===== src/rtl/hazard_scoreboard.sv =====
// hazard_scoreboard: per-register countdown scoreboard for the decode stage.
// Each register carries a counter giving the cycles left until its pending
// result becomes forwardable. Stall/issue are derived combinationally from
// that state and the current decode-stage instruction.
module hazard_scoreboard #(
   parameter int unsigned NREGS   = 32,
   parameter int unsigned REG_AW  = 5,
   parameter int unsigned MAX_LAT = 4,
   parameter int unsigned LAT_W   = 3,
   parameter int unsigned STAT_W  = 16
) (
   input  logic              i_clk,
   input  logic              i_rst,        // synchronous, active low
   input  logic              i_id_valid,
   input  logic [REG_AW-1:0] i_id_rs,
   input  logic [REG_AW-1:0] i_id_rt,
   input  logic              i_id_use_rs,
   input  logic              i_id_use_rt,
   input  logic              i_id_wr_en,
   input  logic [REG_AW-1:0] i_id_rd,
   input  logic [LAT_W-1:0]  i_id_lat,
   input  logic              i_mem_wait,
   input  logic              i_flush,
   output logic              o_stall,
   output logic              o_issue,
   output logic [NREGS-1:0]  o_busy,
   output logic [STAT_W-1:0] o_stall_cnt
);

   localparam logic [LAT_W-1:0] LP_MAX_LAT = LAT_W'(MAX_LAT);

   logic [LAT_W-1:0]  r_cnt [NREGS];
   logic [STAT_W-1:0] r_stall_cnt;

   logic [LAT_W-1:0]  w_rs_cnt;
   logic [LAT_W-1:0]  w_rt_cnt;
   logic [LAT_W-1:0]  w_rd_cnt;
   logic [LAT_W-1:0]  w_eff_lat;
   logic              w_raw;
   logic              w_waw;
   logic              w_track;
   logic              w_stall;
   logic              w_issue;

   // Indices beyond the register file read as "not pending".
   assign w_rs_cnt  = (32'(i_id_rs) < NREGS) ? r_cnt[i_id_rs] : '0;
   assign w_rt_cnt  = (32'(i_id_rt) < NREGS) ? r_cnt[i_id_rt] : '0;
   assign w_rd_cnt  = (32'(i_id_rd) < NREGS) ? r_cnt[i_id_rd] : '0;
   assign w_eff_lat = (32'(i_id_lat) > MAX_LAT) ? LP_MAX_LAT : i_id_lat;

   assign w_track = i_id_wr_en && (i_id_rd != '0) && (32'(i_id_rd) < NREGS);
   assign w_raw   = (i_id_use_rs && (w_rs_cnt != '0)) || (i_id_use_rt && (w_rt_cnt != '0));
   // A younger writer must not finish before an older one to the same register.
   assign w_waw   = w_track && (w_rd_cnt > w_eff_lat);

   assign w_stall = i_rst && (i_mem_wait || (i_id_valid && !i_flush && (w_raw || w_waw)));
   assign w_issue = i_rst && i_id_valid && !i_flush && !w_stall;

   assign o_stall     = w_stall;
   assign o_issue     = w_issue;
   assign o_stall_cnt = r_stall_cnt;

   // Countdown per register: reset clears, mem_wait freezes, issue reloads.
   always_ff @(posedge i_clk) begin
      r_cnt[0] <= '0;
      if (!i_rst) begin
         for (int r = 1; r < int'(NREGS); r++) begin
            r_cnt[r] <= '0;
         end
      end else if (!i_mem_wait) begin
         for (int r = 1; r < int'(NREGS); r++) begin
            if (w_issue && w_track && (i_id_rd == REG_AW'(r))) begin
               r_cnt[r] <= w_eff_lat;
            end else if (r_cnt[r] != '0) begin
               r_cnt[r] <= r_cnt[r] - LAT_W'(1);
            end
         end
      end
   end

   // Saturating count of stalled cycles.
   always_ff @(posedge i_clk) begin
      if (!i_rst) begin
         r_stall_cnt <= '0;
      end else if (w_stall && (r_stall_cnt != '1)) begin
         r_stall_cnt <= r_stall_cnt + STAT_W'(1);
      end
   end

   // Busy flags decoded from the counters.
   always_comb begin
      o_busy = '0;
      for (int r = 0; r < int'(NREGS); r++) begin
         o_busy[r] = (r_cnt[r] != '0);
      end
   end

endmodule

===== config.mk =====
export PLATFORM = sky130hd
export DESIGN_NAME = hazard_scoreboard
export DESIGN_NICKNAME = d
export VERILOG_FILES = /design/src/rtl/hazard_scoreboard.sv
export SDC_FILE = /design/constraint.sdc
export NUM_CORES = 1
export LEC_CHECK = 0
export ABC_AREA = 0
export BUFFER_PORTS_ARGS = -buffer_cell sky130_fd_sc_hd__clkbuf_2
export CAP_MARGIN = 25
export CORE_ASPECT_RATIO = 2
export CORE_MARGIN = 3
export CORE_UTILIZATION = 56
export CTS_CLUSTER_SIZE = 20
export DETAILED_ROUTE_END_ITERATION = 10
export GPL_TIMING_DRIVEN = 0
export PLACE_DENSITY = 0.84
export SLEW_MARGIN = 20
export SYNTH_ARGS = -nofsm -noshare
export SYNTH_HDL_FRONTEND = slang
export SYNTH_SLANG_ARGS = --single-unit

===== constraint.sdc =====
create_clock -name i_clk -period 4.85 [get_ports i_clk]
set_clock_uncertainty 0.15 [all_clocks]
set_input_delay 0.2425 -clock i_clk [delete_from_list [all_inputs] [get_ports i_clk]]
set_output_delay 0.2425 -clock i_clk [all_outputs]
set_load 0.005 [all_outputs]

Word-level counts from Yosys, hierarchy flattened. Memory sizes are Yosys's and may differ from the RTL's. Index checks and enable logic that the tools add are counted.

Flip-flop bits (word level): 16. Memory bits (writable): 96. Input port bits: 26. Output and inout port bits: 50. Logic and storage cells: 556. Memories: 1.

Add/sub/neg operators: 32. Order comparisons: 2. Eq/ne operators: 32. Multiplexer cells: 343. Bitwise gates (word level): 62. Reduce and logical (&&, ||, !) cells: 83.

Memory list: r_cnt (words 32, width 3, read ports 35, clocked after memory_dff 0, wr ports 32, RTL line 32) `logic [LAT_W-1:0] r_cnt [NREGS];`.

Operators with widths (count): $mux 1 (280); $mux 3 (63); $reduce_bool 3->1 (34); $sub 3x1->3 const B (31); $eq 5x5->1 const B (16); $or 1x1->1 (62); $logic_and 1x1->1 (43); $eq 5x4->1 const B (8); $eq 5x3->1 const B (4); $add 16x1->16 const B (1); $ne 16x16->1 const B (1); $eq 5x2->1 const B (2); $eq 5x1->1 const B (1); $reduce_bool 5->1 (1); $gt 3x3->1 (1); $gt 3x3->1 const B (1); $logic_or 1x1->1 (3); $logic_not 1->1 (2).

Depth between registers and ports, before layout.
Depth after elaboration: 18. Depth in mapped cells: 18. Mapped depth without buffers: 14.

Worst setup path before layout. OpenSTA, ideal clock, no wires.

Kind: input -> register. Start: in i_id_rd[0]. End: mem r_cnt[7][0] (enable). Library setup time: 0.344 ns. Data arrival time: 4.282 ns. Required time: 4.356 ns. Setup slack: 0.074 ns. Cell stages on the path: 15. Path buffers: 2. Cells stage by stage: buf_1 -> mux4_2 -> mux4_2 -> nor2_1 -> a41oi_1 -> ha_1 -> nor2b_1 -> o21a_1 -> o221ai_1 -> o311ai_0 -> or4_4 -> nor4b_4 -> buf_6 -> a21oi_1 -> o21ai_0.

RTL lines: start: declaration (RTL line 20) `input logic [REG_AW-1:0] i_id_rd,`; end: declaration (RTL line 32).

==> summary.txt <==
Status
  – Status: completed

Global route
  – Initial antenna violation count: 0
  – GRT met1 Usage: 0.340
  – Busiest layer in global routing: met2
  – First-pass GRT wire length: 47.3 mm
  – All-Layer GR Usage: 0.360
  – Number of global-route vias before repair: 9047
  – Remaining global-route overflow: 0
  – Global-route met2 utilization: 0.608
  – Largest net degree at the start of global routing: 19
  – Met3 usage in global routing: 0.0789

Power
  – LEAKAGE: 4.06 nW
  – Internal power: 0.00193 W
  – Seq pwr share: 0.435
  – Pwr Total: 0.00302 W
  – Total power density per cell area: 301 nW/µm²
  – Worst IR drop on VDD: 201 µV
  – Logic pwr share: 0.326
  – Psw: 0.00109 W
  – Clk pwr share: 0.239
  – Sw frac: 0.361

Min path
  – HP Start: i_id_lat[2]
  – Hold endpoint: r_cnt[1][2]
  – Worst min-delay path category: input pin to flip-flop
  – Hold Path Cell Cnt: 3

Timing
  – Fmax achieved: 212 MHz
  – Final period utilization: 0.973
  – Post-route setup TNS: 0 ns
  – Final Max Slew Viols: 0
  – Worst hold slack: 0.207 ns
  – Slew Limit Headroom: 0.353
  – Hold Fails Final Rpt: 0
  – Worst Tran Pin Value: 0.963 ns
  – Final setup violation count: 0
  – Final critical-path required period: 4.72 ns

Critical path
  – Worst path max stage delay: 0.55 ns
  – FF-to-FF path depth: 14
  – Critical Path RT: 4.70 ns
  – Critical path peak fanout: 4
  – CP dominant cell by count: mux4_2
  – Reg2reg start: r_cnt[23][1]
  – RR Endpoint: r_cnt[1][1]
  – Slowest CP cell: mux4_2
  – Setup crit start kind: flip-flop
  – Worst R2R Setup Slack: 0.13 ns
  – Crit Path Category: flip-flop to flip-flop
  – Crit path cell chain: mux4_2 -> mux4_2 -> nor2_1 -> a41oi_1 -> ha_1 -> nor2b_1 -> o21a_1 -> o221ai_2 -> o311ai_2 -> or4_4 -> nor4b_4 -> buf_4 -> a21oi_1 -> o21ai_0
  – Setup crit end kind: flip-flop
  – Data arrival, critical path: 4.57 ns

Final layout
  – Commonest non-fill, non-tap cell in the layout: edfxtp_1
  – Fraction of layout cells with a size suffix above 1: 0.163
  – Layout area overhead: 11.2%
  – NumNets Final: 1153
  – Most frequent cells in the layout: 93 x edfxtp_1, 84 x a21oi_1, 79 x nand3_1, 78 x inv_1, 73 x clkbuf_2
  – Fin area: 10000 µm²
  – Fill count: 1341
  – Final core utilization: 0.636
  – Ant. Diodes: 0

Placement
  – DP HPWL: 24.1 mm
  – IO buf count: 70
  – Final Wtd Congestion: 1.05
  – Placement Cell Area: 9640 µm²

CTS
  – Hold_buf cts: 0
  – Clk_lat worst skew: 0.37 ns
  – Number of buffers created by CTS: 9
  – CTS sink count: 109
  – Root buf cell: clkbuf_16
  – Clock Path Buffers: 2
  – H-tree depth: 3
  – Clk pin slew, worst setup/hold paths: 0.07 ns
  – CTS tree: built

Synth
  – Syn Inst Count: 974
  – Mean Syn Cell Area: 9.27 µm²
  – Synth Area in Adders: 0.0914
  – Async S/R FF share, synth: 0
  – Compound-Gate Fraction of Synth Area: 0.135
  – Multiplexer area fraction after synthesis: 0.137
  – Register area share after synthesis: 0.345
  – Synth Area in Simple Gates: 0.214
  – Number of enable flip-flop cells after synthesis: 93
  – Syn Nets: 1066
  – Main combinational cell family by area after synthesis: simple AND/OR/NAND/NOR gates
  – Mapped Area: 9030 µm²
  – Yosys warning count: 0
  – Cell variety after synth: 61
  – Xor-xnor portion of the synthesized cell area: 0.0155
  – Seq cells post-synth: 109
  – Main flop type after synthesis: edfxtp_1

Die
  – Core area: 15800 µm²
  – Io pins: 76
  – Num rows: 65
  – Die Ht: 186 µm
  – Die area: 17800 µm²
  – Initial Utilization: 0.572
  – Die Width: 95.8 µm

Run
  – Max-cap violations: 0

Drt
  – Drt first pass iters: 5
  – Via count: 8835
  – Wirelength per Cell: 24.5 µm
  – Final ANT Viol Nets: 0
  – Vias per std cell: 6.97
  – Number of DRC markers in iteration 0: 892
  – Drt drc: 0
  – Final WL: 31.0 mm
-- flip-flops by register name, summed over array words and instances (netlist names) --
name and cells:
o_stall_cnt 16, r_cnt 93
-- cell families after synthesis --
kind of cell / Yosys count
buffers and inverters: 135
AND/OR/NAND/NOR: 356
XOR/XNOR: 16
flip-flops: 109
adder cells (fa/ha/maj): 66
AO/OA/AOI/OAI: 203
multiplexers: 88
other: 1
-- Yosys cell counts, types with 8 or more instances --
cell type  count  share of area
edfxtp_1      93           0.31
a21oi_1       84          0.047
nand3_1       79          0.044
inv_1         78          0.032
ha_1          66          0.091
nor2_1        65          0.027
mux2i_1       57          0.063
o21ai_0       43          0.024
nand2b_1      42          0.029
nand2_1       38          0.016
clkbuf_1      35          0.015
nor3_1        32          0.018
mux4_2        28          0.070
a211oi_1      24          0.020
dfxtp_1       16          0.035
nand3b_1      16          0.013
nor4_1        16          0.011
and3_1        12         0.0083
or3_1         11         0.0076
o31ai_1       10         0.0083
buf_2          9         0.0050
o211ai_1       9         0.0075
xnor2_1        9         0.0087
nor2b_1        8         0.0055
or2_2          8         0.0055
-- power by group through the flow --
stage	clock [W]	combinational, W	sequential (W)
after floorplan	0	0.000670	0.00125
after global placement	0	0.000908	0.00132
after detailed placement	0	0.000932	0.00132
after CTS	0.000721	0.000956	0.00130
after global routing	0.000751	0.00107	0.00132
final	0.000720	0.000985	0.00131
-- how the worst max path moves through the flow --
stage	start	endpoint	slack, ns	cells past startpoint
CTS	r_cnt[23][1]	r_cnt[24][0]	0.007	16
finish	r_cnt[23][1]	r_cnt[1][1]	0.13	14
global placement	i_id_rd[1]	r_cnt[10][2]	-1.50	16
detailed placement	i_id_rd[0]	r_cnt[5][2]	-1.47	16
global route	r_cnt[23][1]	r_cnt[19][0]	-0.01	15
floorplan	i_id_rd[0]	r_cnt[7][0]	0.07	15
-- timing repair --
action                     in CTS  in global routing
setup buffers                   5                  0
setup endpoints to repair     203                139
pin swaps                       2                  1
gates resized for setup        26                 26
-- layer usage --
layer	share of wire	vias up
met2	0.49	647
met3	0.084	273
met4	0.13	0
met1	0.30	4121
met5	0	-
li1	-	3794
-- through the flow --
stage | cells | setup WS [ns]
finish | 1267 | 0.130
global route | 1267 | -0.0146
CTS | 1267 | 0.00668
detailed placement | 1246 | -1.47
global placement | 1245 | -1.50
floorplan | 974 | 0.0737
-- worst max-delay path: cells and delay by family, from the launching register on --
| kind | cells | cell delay [ns] |
|---|---|---|
| muxes | 2 | 1.03 |
| adders and majority gates | 1 | 0.31 |
| buffers and inverters | 1 | 0.20 |
| DFF | 1 | 0.47 |
| AOI/OAI and AO/OA | 6 | 1.24 |
| and+or+nand+nor | 4 | 0.96 |
-- final cells by class --
| class | count | area, µm² | area share |
|---|---|---|---|
| timing repair buffer | 76 | 393 | 0.0391 |
| clock buffer | 9 | 225 | 0.0224 |
| tap | 201 | 251 | 0.0250 |
| inverter | 79 | 297 | 0.0295 |
| sequential | 109 | 3110 | 0.310 |
| clock inverter | 7 | 50.0 | 0.00499 |
| buffer | 56 | 285 | 0.0284 |
| multi-input combinational | 730 | 5430 | 0.540 |
(Power assumes the default switching activity.)
